### src/rtl/tlb_op_ctrl_if.sv
// Operation handshake between the CP0/exception stage (master) and the TLB op sequencer (slave).
interface tlb_op_ctrl_if;
  logic       op_valid;
  logic [1:0] op;
  logic       op_ready;
  logic       done;
  logic       flush_o;

  modport master (output op_valid, op, input op_ready, done, flush_o);
  modport slave  (input op_valid, op, output op_ready, done, flush_o);
endinterface

### src/rtl/tlb_op_ctrl.sv
// Sequencer for TLBP/TLBR/TLBWI/TLBWR: drives the TLB array, captures results into CP0
// write-back strobes, and owns the architectural Random and Wired registers.
module tlb_op_ctrl #(
  parameter int TLB_NUM  = 32,
  parameter int IDX_BITS = $clog2(TLB_NUM)
) (
  input  logic                clk,
  input  logic                rst,
  tlb_op_ctrl_if.slave        op_bus,
  input  logic [IDX_BITS-1:0] cp0_index_i,
  input  logic                wired_we,
  input  logic [IDX_BITS-1:0] wired_wdata,
  output logic [IDX_BITS-1:0] wired_o,
  output logic [IDX_BITS-1:0] random_o,
  output logic                tlb_we,
  output logic [IDX_BITS-1:0] tlb_index,
  input  logic [31:0]         tlb_probe_i,
  input  logic [11:0]         tlb_mask_i,
  input  logic [31:0]         tlb_entryhi_i,
  input  logic [31:0]         tlb_entrylo0_i,
  input  logic [31:0]         tlb_entrylo1_i,
  output logic                cp0_index_we,
  output logic [31:0]         cp0_index_wdata,
  output logic                cp0_read_we,
  output logic [11:0]         cp0_mask_wdata,
  output logic [31:0]         cp0_entryhi_wdata,
  output logic [31:0]         cp0_entrylo0_wdata,
  output logic [31:0]         cp0_entrylo1_wdata
);

  typedef enum logic [1:0] {IDLE, EXEC, DONE} state_t;

  localparam logic [1:0] OP_TLBP  = 2'd0;
  localparam logic [1:0] OP_TLBR  = 2'd1;
  localparam logic [1:0] OP_TLBWR = 2'd3;
  localparam logic [IDX_BITS-1:0] MAX_IDX = IDX_BITS'(TLB_NUM - 1);

  state_t state, next_state;

  logic [1:0]          op_q;
  logic [IDX_BITS-1:0] idx_q;
  logic [IDX_BITS-1:0] random_q;
  logic [IDX_BITS-1:0] wired_q;
  logic                done_q;
  logic                flush_q;

  logic accept;
  logic tlb_we_d;
  logic done_d;
  logic flush_d;
  logic index_we_d;
  logic read_we_d;
  logic capture_probe;
  logic capture_read;

  always_ff @(posedge clk) begin
    if (rst) state <= IDLE;
    else     state <= next_state;
  end

  // Strobe values computed here are registered so every strobe is glitch-free at the CP0/TLB side.
  always_comb begin
    next_state    = state;
    accept        = 1'b0;
    tlb_we_d      = 1'b0;
    done_d        = 1'b0;
    flush_d       = 1'b0;
    index_we_d    = 1'b0;
    read_we_d     = 1'b0;
    capture_probe = 1'b0;
    capture_read  = 1'b0;
    case (state)
      IDLE: begin
        if (op_bus.op_valid) begin
          accept     = 1'b1;
          tlb_we_d   = op_bus.op[1];
          next_state = EXEC;
        end
      end
      EXEC: begin
        done_d        = 1'b1;
        flush_d       = op_q[1];
        index_we_d    = (op_q == OP_TLBP);
        read_we_d     = (op_q == OP_TLBR);
        capture_probe = (op_q == OP_TLBP);
        capture_read  = (op_q == OP_TLBR);
        next_state    = DONE;
      end
      DONE:    next_state = IDLE;
      default: next_state = IDLE;
    endcase
  end

  always_ff @(posedge clk) begin
    if (rst) begin
      op_q               <= 2'd0;
      idx_q              <= '0;
      tlb_we             <= 1'b0;
      done_q             <= 1'b0;
      flush_q            <= 1'b0;
      cp0_index_we       <= 1'b0;
      cp0_read_we        <= 1'b0;
      cp0_index_wdata    <= 32'd0;
      cp0_mask_wdata     <= 12'd0;
      cp0_entryhi_wdata  <= 32'd0;
      cp0_entrylo0_wdata <= 32'd0;
      cp0_entrylo1_wdata <= 32'd0;
    end else begin
      tlb_we       <= tlb_we_d;
      done_q       <= done_d;
      flush_q      <= flush_d;
      cp0_index_we <= index_we_d;
      cp0_read_we  <= read_we_d;
      // TLBWR samples Random before any simultaneous Wired write resets it.
      if (accept) begin
        op_q  <= op_bus.op;
        idx_q <= (op_bus.op == OP_TLBWR) ? random_q : cp0_index_i;
      end
      if (capture_probe) cp0_index_wdata <= tlb_probe_i;
      if (capture_read) begin
        cp0_mask_wdata     <= tlb_mask_i;
        cp0_entryhi_wdata  <= tlb_entryhi_i;
        cp0_entrylo0_wdata <= tlb_entrylo0_i;
        cp0_entrylo1_wdata <= tlb_entrylo1_i;
      end
    end
  end

  // Random walks down from the top entry to Wired and wraps, so wired entries are never replaced.
  always_ff @(posedge clk) begin
    if (rst) begin
      random_q <= MAX_IDX;
      wired_q  <= '0;
    end else begin
      if (wired_we) wired_q <= wired_wdata;
      if (wired_we || (random_q == wired_q)) random_q <= MAX_IDX;
      else                                   random_q <= random_q - 1'b1;
    end
  end

  assign op_bus.op_ready = (state == IDLE);
  assign op_bus.done     = done_q;
  assign op_bus.flush_o  = flush_q;
  assign tlb_index       = idx_q;
  assign random_o        = random_q;
  assign wired_o         = wired_q;

endmodule
### src/flat_wrapper.sv
// flat-port wrapper written by rule: the top's interface ports become plain ports
module tlb_op_ctrl_flat 
#(
  parameter int TLB_NUM  = 32,
  parameter int IDX_BITS = $clog2(TLB_NUM)
)
  (clk, rst, cp0_index_i, wired_we, wired_wdata, wired_o, random_o, tlb_we, tlb_index, tlb_probe_i, tlb_mask_i, tlb_entryhi_i, tlb_entrylo0_i, tlb_entrylo1_i, cp0_index_we, cp0_index_wdata, cp0_read_we, cp0_mask_wdata, cp0_entryhi_wdata, cp0_entrylo0_wdata, cp0_entrylo1_wdata, op_bus_op_valid, op_bus_op, op_bus_op_ready, op_bus_done, op_bus_flush_o);
  tlb_op_ctrl_if op_bus_i ();
  input  logic clk;
  input  logic rst;
  input  logic [IDX_BITS-1:0] cp0_index_i;
  input  logic wired_we;
  input  logic [IDX_BITS-1:0] wired_wdata;
  output logic [IDX_BITS-1:0] wired_o;
  output logic [IDX_BITS-1:0] random_o;
  output logic tlb_we;
  output logic [IDX_BITS-1:0] tlb_index;
  input  logic [31:0] tlb_probe_i;
  input  logic [11:0] tlb_mask_i;
  input  logic [31:0] tlb_entryhi_i;
  input  logic [31:0] tlb_entrylo0_i;
  input  logic [31:0] tlb_entrylo1_i;
  output logic cp0_index_we;
  output logic [31:0] cp0_index_wdata;
  output logic cp0_read_we;
  output logic [11:0] cp0_mask_wdata;
  output logic [31:0] cp0_entryhi_wdata;
  output logic [31:0] cp0_entrylo0_wdata;
  output logic [31:0] cp0_entrylo1_wdata;
  input wire logic [$bits(op_bus_i.op_valid)-1:0] op_bus_op_valid;
  input wire logic [$bits(op_bus_i.op)-1:0] op_bus_op;
  output wire logic [$bits(op_bus_i.op_ready)-1:0] op_bus_op_ready;
  output wire logic [$bits(op_bus_i.done)-1:0] op_bus_done;
  output wire logic [$bits(op_bus_i.flush_o)-1:0] op_bus_flush_o;
  assign op_bus_i.op_valid = op_bus_op_valid;
  assign op_bus_i.op = op_bus_op;
  assign op_bus_op_ready = op_bus_i.op_ready;
  assign op_bus_done = op_bus_i.done;
  assign op_bus_flush_o = op_bus_i.flush_o;
  tlb_op_ctrl #(.TLB_NUM(TLB_NUM), .IDX_BITS(IDX_BITS)) u_core (.clk(clk), .rst(rst), .op_bus(op_bus_i), .cp0_index_i(cp0_index_i), .wired_we(wired_we), .wired_wdata(wired_wdata), .wired_o(wired_o), .random_o(random_o), .tlb_we(tlb_we), .tlb_index(tlb_index), .tlb_probe_i(tlb_probe_i), .tlb_mask_i(tlb_mask_i), .tlb_entryhi_i(tlb_entryhi_i), .tlb_entrylo0_i(tlb_entrylo0_i), .tlb_entrylo1_i(tlb_entrylo1_i), .cp0_index_we(cp0_index_we), .cp0_index_wdata(cp0_index_wdata), .cp0_read_we(cp0_read_we), .cp0_mask_wdata(cp0_mask_wdata), .cp0_entryhi_wdata(cp0_entryhi_wdata), .cp0_entrylo0_wdata(cp0_entrylo0_wdata), .cp0_entrylo1_wdata(cp0_entrylo1_wdata));
endmodule
### config.mk
export PLATFORM = sky130hd
export DESIGN_NAME = tlb_op_ctrl_flat
export DESIGN_NICKNAME = d
export VERILOG_FILES = /design/src/rtl/tlb_op_ctrl_if.sv /design/src/rtl/tlb_op_ctrl.sv /design/src/flat_wrapper.sv
export SDC_FILE = /design/constraint.sdc
export NUM_CORES = 1
export LEC_CHECK = 0
export CAP_MARGIN = 30
export CELL_PAD_IN_SITES_DETAIL_PLACEMENT = 0
export CELL_PAD_IN_SITES_GLOBAL_PLACEMENT = 1
export CORE_ASPECT_RATIO = 0.5
export CORE_MARGIN = 2
export CORE_UTILIZATION = 26
export DETAILED_ROUTE_END_ITERATION = 8
export PLACE_DENSITY_LB_ADDON = 0.1
export SYNTH_ARGS = -nofsm -noshare
export SYNTH_HDL_FRONTEND = slang
export SYNTH_SLANG_ARGS = --single-unit
### constraint.sdc
create_clock -name clk -period 2 [get_ports clk]
set_input_delay 0.2 -clock clk [delete_from_list [all_inputs] [get_ports clk]]
set_output_delay 0.2 -clock clk [all_outputs]
set_load 0.02 [all_outputs]
== After elaboration in Yosys (flattened, before gate mapping) ==
Index checks and enable logic that the tools add are counted.
W data, S select, Z words.

* Add/subtract/negate cells: 1
* Equality and inequality tests: 5
* Mux-type cells: 8
* Bitwise operators: 3
* Reductions and logical operators: 6

{| class="wikitable"
|+ Operators by type and width
! cell !! count
|-
| $eq A5 B5 Y1 || 1
|-
| $mux W1 || 5
|-
| $mux W5 || 1
|-
| $sub A5 B1 Y5 const B || 1
|-
| $eq A2 B1 Y1 const B || 2
|-
| $logic_not A2 Y1 || 2
|-
| $pmux W2 S2 || 1
|-
| $reduce_or A2 Y1 || 2
|-
| $not A1 Y1 || 3
|-
| $reduce_or A3 Y1 || 1
|-
| $eq A2 B2 Y1 const B || 1
|-
| $mux W2 || 1
|-
| $ne A2 B2 Y1 const B || 1
|-
| $logic_or A1 B1 Y1 || 1
|}

* Flip-flop bits (word level): 164
* Input bits: 156
* Output and inout bits: 161
* Logic and storage cells: 38

== Depth between registers and ports, before layout ==
* Depth after elaboration: 3
* Depth in mapped cells: 7
* Depth with buffers taken out: 6

== Least setup slack after synthesis ==
No wires, ideal clock.

* Path type: register -> register
* From: register u_core.state[1]
* To: register u_core.cp0_entryhi_wdata[17]
* Setup time: 0.132 ns
* Arrival time: 1.307 ns
* Data required time: 1.868 ns
* Slack: 0.561 ns
* Stages on the path, launching flop included: 8
* Path buffers: 3
* Path through: dfxtp_1 -> nand2b_4 -> or3b_1 -> buf_2 -> buf_6 -> buf_6 -> nand2_1 -> a21oi_1

* Word-level cells in the longest chain between the ends: 2

{| class="wikitable"
|+ Ends and longest elaborated chain
! what !! RTL line !! source
|-
| from (decl) || tlb_op_ctrl.sv:38 || <nowiki>state_t state, next_state;</nowiki>
|-
| from (signal assigned) || tlb_op_ctrl.sv:58 || <nowiki>else state <= next_state;</nowiki>
|-
| $eq A2 B1 Y1 || tlb_op_ctrl.sv:72 || <nowiki>case (state)</nowiki>
|-
| $mux W1 || tlb_op_ctrl.sv:72 ||
|-
| to (signal assigned) || tlb_op_ctrl.sv:122 || <nowiki>cp0_entryhi_wdata <= tlb_entryhi_i;</nowiki>
|-
| to (decl) || tlb_op_ctrl.sv:26 || <nowiki>output logic [31:0] cp0_entryhi_wdata,</nowiki>
|}

No other way between the ends.
A chain may end at the register's enable or synchronous reset.

== Final worst setup path ==
* From: register u_core.state[0]
* To: output port op_bus_op_ready

* Word-level cells in the longest chain between the ends: 1

{| class="wikitable"
|+ Ends and longest elaborated chain
! what !! RTL line !! source
|-
| $logic_not A2 Y1 || tlb_op_ctrl.sv:141 || <nowiki>assign op_bus.op_ready = (state == IDLE);</nowiki>
|-
| to (decl) || flat_wrapper.sv:32 || <nowiki>output wire logic [$bits(op_bus_i.op_ready)-1:0] op_bus_op_ready;</nowiki>
|}

No other way between the ends.

==> impl_metrics.csv <==
group,metric,value,unit
outcome,status,"complete, no violations",
layout,syn_to_final_growth,69.79,%
power,leakagePower,3.322,nW
synth,synth-compound-area-share,0.1331,
synth,syn_area_per_cell,8.085,sq um
floorplanning,coreArea,21630,sq um
cts,numClockSinks,164,
sta,tightest_slew,0.6424,ns
floorplanning,die_h,108.9,microns
job,drv_cap,0,
cts,cts_resized,0,
drt,wl,19740,microns
drt,ant_nets,0,
drt,drt-pass1-iter-count,4,
sta,relSlewSlack,0.5717,
floorplanning,die_x,213.8,microns
critical_path,required,1.80,ns
synth,syn_inst,708,
critical_path,path_buf_inv,1,
synth,yosys_warnings,0,
synth,synthMuxAreaShare,0.01224,
cts,cts_max_level,4,
synth,synth_top_family_by_area,"simple AND/OR/NAND/NOR gates",
synth,synth_area_leader_cell,"dfxtp_1",
critical_path,worst_path_largest_cell_delay,0.65,ns
grt,overflow,0,
layout,antenna_cells,0,
power,p_switching,1.729,mW
sta,setup_viol,0,
floorplanning,die_area,23290,sq um
sta,post-route-min-period,1.827,ns
synth,ys_ff_latch,164,
synth,synth_fa_ha_area_frac,0.002186,
power,p_comb_frac,0.112,
sta,setup_tns,0,ns
cts,post_cts_buffers,0,
synth,synth_fp_nets,865,
synth,netlist_area,5724,sq um
critical_path,crit_arrival,1.63,ns
synth,ys_seq_area_frac,0.5736,
place,dp_hpwl,13720,microns
power,clkPwrFrac,0.429,
synth,synthTopCellsByArea,"dfxtp_1 57%, nand2_1 19%, a21oi_1 12%",
cts,cts_max_path_buffers,2,
drt,vias_per_cell,4.268,
sta,hold_viol,0,
cts,cts_tree,"built",
power,peakVddDrop,484.6,uV
sta,max_freq,547.3,MHz
power,total_power,7.399,mW
place,port_buffers,316,
drt,first_iter_violations,238,
critical_path,crit_path_top_delay_cell,"clkdlybuf4s50_1",
power,power.density,761.3,nW/um^2
floorplanning,rows,38,
synth,synthXorXnorAreaFrac,0.01071,
floorplanning,initial_utilization,0.2646,
grt,grt_max_degree,75,
sta,fin_skew,0.008095,ns
power,seqPwrFrac,0.459,
critical_path,crit_fanout,2,
cts,ctsHoldBuffers,0,
floorplanning,io_pins,317,
power,p_sw_frac,0.2337,
synth,synth_simple_gate_area_frac,0.2243,
layout,drive_gt1_frac,0.04241,
sta,rsz0062_at_grt,"no",
cts,insertion_delay,0.43,ns
critical_path,setup.worst_path.end_class,"output pin",
cts,cts-root-buf,"clkbuf_16",
grt,grt_pass1_vias,5429,
drt,wl_per_cell,15.02,microns
cts,cts_buffers,17,
grt,grt_pass1_wl,29830,microns
place,place.gp.congestion,0.7319,
sta,fin_crit_sh,0.9136,
critical_path,crit_path_start_kind,"flop",
grt,grt.total_usage,0.1679,
power,p_int,5.670,mW
grt,antenna_found_initial,0,
drt,drc,0,
worst_hold_path,hold_class,"input pin to flop",
cts,clk_pin_slew,0.06,ns
drt,via_count,5608,
layout,nets,1160,
critical_path,cpLargestDelayFamily,"buffers and inverters",
synth,ys_types,26,
synth,yosys.area.top_type_share,0.5736,
critical_path,critPathKind,"flop to output pin",
critical_path,cp_cell_sequence,"nor2_1 -> clkdlybuf4s50_1",
sta,maxSlewViolCount,0,
## area by class of cell
type                    count  area [sq um]
clock inverters             9         107.6
multi-input cells         491          2202
flip-flops and latches    164          3283
fillers                  2166         11910
clock buffers              21         450.4
inverters                   2         7.507
repair buffers            327          3293
well taps                 300         375.4
## power groups by stage
stage | Combinational [mW] | Clock (mW) | Sequential (mW)
3_5_place_dp | 0.838 | 0 | 3.47
4_1_cts | 0.842 | 3.29 | 3.40
6_report | 0.830 | 3.17 | 3.40
3_3_place_gp | 0.837 | 0 | 3.47
5_1_grt | 0.895 | 3.42 | 3.40
2_1_floorplan | 0.210 | 0 | 3.56
## worst paths after layout
| kind | endpoint | depth (start not counted) | start | slack [ns] |
|---|---|---|---|---|
| hold / removal | u_core.cp0_entrylo0_wdata[26]$_SDFFE_PP0P_ | 2 | rst | 0.30 |
| setup reg to reg | u_core.cp0_entryhi_wdata[13]$_SDFFE_PP0P_ | 5 | u_core.state[1]$_SDFFE_PP0P_ | 0.34 |
| hold reg to reg | u_core.cp0_entryhi_wdata[6]$_SDFFE_PP0P_ | 2 | u_core.cp0_entryhi_wdata[6]$_SDFFE_PP0P_ | 0.45 |
| setup / recovery | op_bus_op_ready | 2 | u_core.state[0]$_SDFFE_PP0P_ | 0.17 |
## layout by cell type, fill, tap and decap left out, drive strengths merged
master	netlist	final
a21boi	1	1
a21oi	142	142
a311oi	5	5
and2	3	3
buf	27	12
bufinv	0	2
clkbuf	24	21
clkdlybuf4s50	0	315
clkinv	0	2
clkinvlp	0	5
dfxtp	164	164
ha	1	1
inv	2	2
mux2i	7	7
nand2	290	290
nand2b	2	2
nand3	6	6
nor2	18	18
nor2b	1	1
nor3	2	2
nor3b	2	2
nor4	2	2
or3	1	1
or3b	1	1
xnor2	3	3
xor2	4	4
## synthesized netlist by cell type
| master | count |
|---|---|
| a21boi_0 | 1 |
| nand2_1 | 290 |
| xnor2_1 | 3 |
| or3b_1 | 1 |
| a311oi_1 | 5 |
| or3_1 | 1 |
| nand2b_4 | 1 |
| nor3_1 | 2 |
| nor2b_1 | 1 |
| buf_1 | 1 |
| nor2_1 | 18 |
| inv_1 | 2 |
| mux2i_1 | 7 |
| ha_1 | 1 |
| a21oi_1 | 142 |
| xor2_1 | 4 |
| nand3_1 | 6 |
| buf_4 | 3 |
| buf_6 | 2 |
| nor3b_1 | 2 |
| dfxtp_1 | 164 |
| nand2b_1 | 1 |
| and2_1 | 3 |
| clkbuf_1 | 24 |
| nor4_1 | 2 |
| buf_2 | 21 |
## registers in the layout, indices dropped and copies added (netlist names), 5 cells and up
| register | count |
|---|---|
| u_core.cp0_index_wdata | 32 |
| u_core.random_o | 5 |
| u_core.cp0_entryhi_wdata | 32 |
| u_core.wired_o | 5 |
| u_core.cp0_entrylo1_wdata | 32 |
| u_core.tlb_index | 5 |
| u_core.cp0_entrylo0_wdata | 32 |
| u_core.cp0_mask_wdata | 12 |
## stage by stage
step           area, sq um  utilization  cells  worst slack (ns)  hold WS [ns]
2_1_floorplan         5724            -    708            0.5612        0.2791
3_3_place_gp          9161       0.4235   1284            0.3675        0.4408
3_5_place_dp          9161       0.4235   1284            0.3484        0.4458
4_1_cts               9719       0.4493   1314            0.1179        0.2833
5_1_grt               9719       0.4493   1314            0.1092        0.3011
6_report              9719       0.4493   1314            0.1728        0.2978
## worst register-to-register path, stage by stage, from the launching register on
cell and delay [ns]:
dfxtp_1 0.31, nand2b_4 0.16, or3b_4 0.58, buf_12 0.27
nand2_1 0.14, a21oi_1 0.06
## cell families (layout without fill, tap and decap cells)
family | Yosys count | count (layout)
buffers and inverters | 53 | 359
adder cells (fa/ha/maj) | 1 | 1
flip-flops | 164 | 164
AND/OR/NAND/NOR | 328 | 328
multiplexers | 7 | 7
AO/OA/AOI/OAI | 148 | 148
XOR/XNOR | 7 | 7
## layer usage
layer  GRT usage  up-vias  wire length [microns]
met5           0        -                      0
met4     0.06944        0                    380
met3     0.07373       29                   1676
met2      0.2653      143                   8979
met1      0.2005     2569                   8706
li1            -     2867                      -
(Power assumes the default switching activity.)
